===== config.mk =====
export PLATFORM = sky130hd
export DESIGN_NAME = parallel_in_serial_out_ctrl
export DESIGN_NICKNAME = d
export VERILOG_FILES = /design/src/rtl/piso_pkg.sv /design/src/rtl/piso_hold_reg.sv /design/src/rtl/parallel_in_serial_out_ctrl.sv
export SDC_FILE = /design/constraint.sdc
export NUM_CORES = 1
export LEC_CHECK = 0
export ABC_CLOCK_PERIOD_IN_PS = 4600
export CORE_AREA = 2 2 43 45
export CTS_CLUSTER_DIAMETER = 50
export DETAILED_ROUTE_END_ITERATION = 10
export DIE_AREA = 0 0 45 47
export DONT_BUFFER_PORTS = 1
export GPL_ROUTABILITY_DRIVEN = 0
export PLACE_DENSITY = 0.66
export REMOVE_ABC_BUFFERS = 1
export SLEW_MARGIN = 20
export SYNTH_ARGS = -nofsm -noshare
export SYNTH_HDL_FRONTEND = slang
export SYNTH_SLANG_ARGS = --single-unit

===== constraint.sdc =====
create_clock -name clk -period 4.6 [get_ports clk]
set_input_delay 0 -clock clk [delete_from_list [all_inputs] [get_ports clk]]
set_output_delay 0 -clock clk [all_outputs]
set_load 0.005 [all_outputs]

===== src/rtl/piso_pkg.sv =====
// Shared definitions for the parallel-in / serial-out controller:
// FSM state encoding and default word/gap sizes.
package piso_pkg;

   typedef enum logic [1:0] {
      IDLE  = 2'd0,
      SHIFT = 2'd1,
      GAP   = 2'd2
   } piso_state_e;

   localparam int PISO_WIDTH_DEFAULT = 4;
   localparam int PISO_GAP_DEFAULT   = 1;
   localparam int PISO_GAP_CNT_W     = 4;

endpackage


===== src/rtl/piso_hold_reg.sv =====
// One-entry holding register with full flag; ready is the registered
// inverse of full so the upstream handshake has no combinational path.
module piso_hold_reg
   import piso_pkg::*;
#(
   parameter int WIDTH = PISO_WIDTH_DEFAULT
) (
   input  logic             clk,
   input  logic             rst_n,
   input  logic [WIDTH-1:0] i_data,
   input  logic             i_valid,
   input  logic             i_pop,
   output logic             o_ready,
   output logic             o_full,
   output logic [WIDTH-1:0] o_data
);

   logic             r_full;
   logic [WIDTH-1:0] r_data;

   // Pop and accept never coincide: pop needs full, accept needs empty.
   always_ff @(posedge clk or negedge rst_n) begin
      if (!rst_n) begin
         r_full <= 1'b0;
         r_data <= '0;
      end else if (i_pop) begin
         r_full <= 1'b0;
      end else if (i_valid && !r_full) begin
         r_full <= 1'b1;
         r_data <= i_data;
      end
   end

   assign o_ready = !r_full;
   assign o_full  = r_full;
   assign o_data  = r_data;

endmodule


===== src/rtl/parallel_in_serial_out_ctrl.sv =====
// Serializes parallel words MSB first with a programmable idle gap between
// frames; a one-entry holding register lets the next word queue up early.
module parallel_in_serial_out_ctrl
   import piso_pkg::*;
#(
   parameter int WIDTH      = PISO_WIDTH_DEFAULT,
   parameter int GAP_CYCLES = PISO_GAP_DEFAULT
) (
   input  logic             clk,
   input  logic             rst_n,
   input  logic [WIDTH-1:0] LoadData,
   input  logic             LoadValid,
   output logic             LoadReady,
   output logic             ShiftEn,
   output logic             ShiftOut,
   output logic             FrameDone,
   output logic             Busy
);

   localparam int CNT_W = $clog2(WIDTH);
   localparam logic [CNT_W-1:0] LAST_BIT = CNT_W'(WIDTH - 1);
   localparam logic [PISO_GAP_CNT_W-1:0] LAST_GAP =
      (GAP_CYCLES > 0) ? PISO_GAP_CNT_W'(GAP_CYCLES - 1) : '0;

   piso_state_e               r_state;
   piso_state_e               w_nextState;
   logic [WIDTH-1:0]          r_shift;
   logic [CNT_W-1:0]          r_bitCnt;
   logic [PISO_GAP_CNT_W-1:0] r_gapCnt;
   logic                      r_shiftEn;
   logic                      r_frameDone;
   logic                      w_holdFull;
   logic [WIDTH-1:0]          w_holdData;
   logic                      w_pop;
   logic                      w_lastBit;

   piso_hold_reg #(.WIDTH(WIDTH)) u_hold (
      .clk     (clk),
      .rst_n   (rst_n),
      .i_data  (LoadData),
      .i_valid (LoadValid),
      .i_pop   (w_pop),
      .o_ready (LoadReady),
      .o_full  (w_holdFull),
      .o_data  (w_holdData)
   );

   always_ff @(posedge clk or negedge rst_n) begin
      if (!rst_n) begin
         r_state <= IDLE;
      end else begin
         r_state <= w_nextState;
      end
   end

   // Every entry into SHIFT pops the holding register into the shifter.
   always_comb begin
      w_nextState = r_state;
      w_pop       = 1'b0;
      w_lastBit   = 1'b0;
      case (r_state)
         IDLE: begin
            if (w_holdFull) begin
               w_nextState = SHIFT;
               w_pop       = 1'b1;
            end
         end
         SHIFT: begin
            if (r_bitCnt == LAST_BIT) begin
               w_lastBit = 1'b1;
               if (GAP_CYCLES > 0) begin
                  w_nextState = GAP;
               end else if (w_holdFull) begin
                  w_nextState = SHIFT;
                  w_pop       = 1'b1;
               end else begin
                  w_nextState = IDLE;
               end
            end
         end
         GAP: begin
            if (r_gapCnt == LAST_GAP) begin
               if (w_holdFull) begin
                  w_nextState = SHIFT;
                  w_pop       = 1'b1;
               end else begin
                  w_nextState = IDLE;
               end
            end
         end
         default: w_nextState = IDLE;
      endcase
   end

   // Zero fill on shift leaves the register clear after the last bit,
   // so ShiftOut reads 0 in GAP and IDLE without extra gating.
   always_ff @(posedge clk or negedge rst_n) begin
      if (!rst_n) begin
         r_shift     <= '0;
         r_bitCnt    <= '0;
         r_gapCnt    <= '0;
         r_shiftEn   <= 1'b0;
         r_frameDone <= 1'b0;
      end else begin
         r_shiftEn   <= (w_nextState == SHIFT);
         r_frameDone <= w_lastBit;
         if (w_pop) begin
            r_shift  <= w_holdData;
            r_bitCnt <= '0;
         end else if (r_state == SHIFT) begin
            r_shift <= {r_shift[WIDTH-2:0], 1'b0};
            if (!w_lastBit) begin
               r_bitCnt <= r_bitCnt + 1'b1;
            end
         end
         if (r_state == GAP) begin
            r_gapCnt <= r_gapCnt + 1'b1;
         end else begin
            r_gapCnt <= '0;
         end
      end
   end

   assign ShiftEn   = r_shiftEn;
   assign ShiftOut  = r_shift[WIDTH-1];
   assign FrameDone = r_frameDone;
   assign Busy      = (r_state != IDLE) || w_holdFull;

endmodule


==> out/summary.log <==
qor: route.detail-route-antenna-nets 0
qor: worst_setup_path.critPathBufInv 1
qor: power_and_ir_drop.power.share.combinational 37.2%
qor: layout.drive_above_1_share 19.5%
qor: power_and_ir_drop.switching_share 31.6%
qor: clocking.post-cts-setup-buffers 0
qor: route.drt_pass1_iterations 4
qor: worst_hold_path.min-delay-path-class in -> reg
qor: worst_setup_path.worst-endpoint-arrival 1770 ps
qor: die.die_h 47 µm
qor: placement.preCtsSetupSlack 3000 ps
qor: worst_setup_path.timing.critical_path.from_type flop
qor: grt.grt_max_degree 20
qor: clocking.ctsHtreeMaxLevel 1
qor: synth.synth.yosys.seq_area_share 55.3%
qor: grt.first_global_vias 513
qor: layout.diodes 0
qor: sta.hold_viol_final 0
qor: synth.edff_count_synth 0
qor: sta.timing.slew.headroom 44.4%
qor: die.die_x 45 µm
qor: clocking.clk-insertion-delay-late 290 ps
qor: clocking.cts_max_path_buffers 2
qor: route.drt_first_iter_violations 6
qor: sta.worst_slack 3030 ps
qor: worst_setup_path.cpLargestDelayFamily flip-flops
qor: route.totalWireLength 1230 µm
qor: worst_setup_path.criticalPathCategory reg -> reg
qor: power_and_ir_drop.power.share.sequential 48.0%
qor: synth.synthFlopType sky130_fd_sc_hd__dfrtp_1
qor: layout.final_common_cell sky130_fd_sc_hd__dfrtp_1
qor: layout.area_growth 11.4%
qor: power_and_ir_drop.internal_power 0.000384 W
qor: route.detail_route.drc_violations 0
qor: power_and_ir_drop.power.density_cell_area 586 nW/µm²
qor: worst_setup_path.crit_slowest_cell sky130_fd_sc_hd__dfrtp_1
qor: die.die_area 2120 µm²
qor: synth.ys_types 24
qor: sta.setup-tns-final 0 ps
qor: synth.postSynth.asyncResetShare 100%
qor: placement.post-dp-hpwl 850 µm
qor: sta.tightestPinTransition 831 ps
qor: sta.timing_max_transition_violations_final 0
qor: sta.clock-skew-final 9.28 ps
qor: clocking.cts_tree done
qor: worst_setup_path.worst-endpoint-required 4790 ps
qor: worst_setup_path.cp_cell_sequence inv_1 > ha_1 > nor3b_1 > o21ai_4 > mux2_4
qor: die.row_count 15
qor: route.vias 510
qor: power_and_ir_drop.power.net_switching 0.000177 W
qor: synth.ys_ff_latch 19
qor: die.initial_utilization 52.0%
qor: worst_setup_path.cp_slowest_stage_delay 420 ps
qor: status.outcome complete, no violations
qor: grt.globalRouteOverflowTotal 0
qor: clocking.cts_made_buffers 3
qor: die.floorplan.core_area 1650 µm²
qor: flow_run.drv_cap 0
qor: grt.grt_pass1_wl 2280 µm
qor: power_and_ir_drop.cellLeakagePower 0.448 nW
qor: worst_setup_path.endpoint_kind flop
qor: synth.synthesis.instances 68
qor: placement.portBuffers 0
qor: clocking.cts.sinks 19
qor: layout.most-common-layout-cells sky130_fd_sc_hd__dfrtp_1 (19), sky130_fd_sc_hd__inv_1 (6), sky130_fd_sc_hd__mux2_4 (6), sky130_fd_sc_hd__dlygate4sd3_1 (6), sky130_fd_sc_hd__nor2_1 (5)
qor: synth.synth.cell_area 860 µm²
qor: power_and_ir_drop.power.share.clock 14.8%
qor: route.avgViaCountPerCell 5.43
qor: grt.global_route.usage.total 15.6%
qor: clocking.cts-root-buf sky130_fd_sc_hd__clkbuf_4
qor: grt.grt_antenna_before_repair 0
qor: sta.post-route-period-util 34.2%
qor: clocking.cts.clk_slew.worst_paths 110 ps
qor: sta.timing.fmax 636 MHz
qor: sta.setup_viol 0
qor: sta.rsz0062_at_grt false
qor: sta.final.min_clock_period 1570 ps
qor: layout.nets 88
qor: die.design.portCount 12
qor: synth.synth-warning-count 0
qor: worst_setup_path.critical_path_peak_fanout 9
qor: power_and_ir_drop.irDropWorstVdd 282 µV
qor: route.drt-wirelength-per-cell 13.1 µm
qor: synth.synth.avg_cell_area 12.6 µm²
-- synthesized netlist by cell type, drive strengths merged, types with 2 or more instances --
| library cell | count | share of area (%) |
|---|---|---|
| dfrtp | 19 | 55 |
| mux2 | 9 | 14 |
| inv | 6 | 2.6 |
| nor2 | 5 | 2.2 |
| o21ai | 5 | 4.2 |
| nand2 | 4 | 1.7 |
| ha | 3 | 4.4 |
| nor3b | 2 | 1.7 |
| xor2 | 2 | 2.0 |
-- cells by family (layout without fill, tap and decap cells) --
family                   after synthesis  count (layout)  synth area share, %
adder cells (fa/ha/maj)                3               3                 4.37
flip-flops                            19              19                 55.3
AO/OA/AOI/OAI                          8               8                 6.70
AND/OR/NAND/NOR                       18              18                 11.1
buffers and inverters                  7              16                 3.93
multiplexers                          10              10                 15.6
XOR/XNOR                               3               3                 3.06
-- final timing paths --
kind,start,endpoint,slack [ps],cells past startpoint
max,r_gapCnt[0],r_shift[3],3030,5
min,LoadValid,u_hold.o_data[0],70,3
max reg2reg,r_gapCnt[0],r_shift[3],3030,5
min reg2reg,r_gapCnt[0],r_gapCnt[0],490,1
max in group asynchronous,rst_n,r_gapCnt[1],3840,1
min in group asynchronous,rst_n,FrameDone,230,1
-- what timing repair did --
item,in CTS,in global routing
resized for setup,0,0
hold endpoints to repair,24,0
hold buffers,6,0
-- per-layer routing --
layer  vias up  global-route usage (%)  wire length, µm
met2        11                    22.9              591
met5         -                       0                0
met4         0                    8.82               14
li1        246                       -                -
met1       251                    20.6              570
met3         2                    4.62               54
-- through the flow --
stage / instance area (µm²) / instances / hold WS [ps] / total power, W / util (%)
6_report: 957 / 94 / 68.7 / 0.000561 / 58.0
5_1_grt: 957 / 94 / 123 / 0.000603 / 58.0
4_1_cts: 957 / 94 / 66.7 / 0.000568 / 58.0
3_5_place_dp: 870 / 84 / -295 / 0.000475 / 52.7
3_3_place_gp: 870 / 84 / -295 / 0.000471 / 52.7
2_1_floorplan: 848 / 67 / -296 / 0.000441 / -
-- power by group through the flow --
| stage | logic (W) | registers, W | clock network (W) |
|---|---|---|---|
| finish | 0.000209 | 0.000270 | 0.0000828 |
| global placement | 0.000200 | 0.000271 | 0 |
| detailed placement | 0.000202 | 0.000273 | 0 |
| floorplan | 0.000181 | 0.000261 | 0 |
| CTS | 0.000212 | 0.000270 | 0.0000863 |
| global route | 0.000233 | 0.000279 | 0.0000907 |
-- worst register-to-register path: cells and delay by family (launching register included) --
family / cells / cell delay [ps]
and+or+nand+nor: 1 / 390
AOI/OAI and AO/OA: 1 / 160
buffers and inverters: 1 / 70
DFF: 1 / 420
muxes: 1 / 320
adders and majority gates: 1 / 120
-- flip-flops by register name (all words and copies together) (netlist names) --
name,cells
u_hold.o_data,4
ShiftEn,1
r_shift,4
r_state,2
r_gapCnt,4
FrameDone,1
r_bitCnt,2
u_hold.o_full,1
-- final cells by class --
| class | count | area (µm²) |
|---|---|---|
| Inverter | 6 | 22.5 |
| Timing Repair Buffer | 6 | 60.1 |
| Clock inverter | 1 | 5.00 |
| Fill cell | 147 | 694 |
| Tap cell | 17 | 21.3 |
| Clock buffer | 3 | 22.5 |
| Sequential cell | 19 | 475 |
| Multi-Input combinational cell | 42 | 350 |
(Power assumes the default switching activity.)
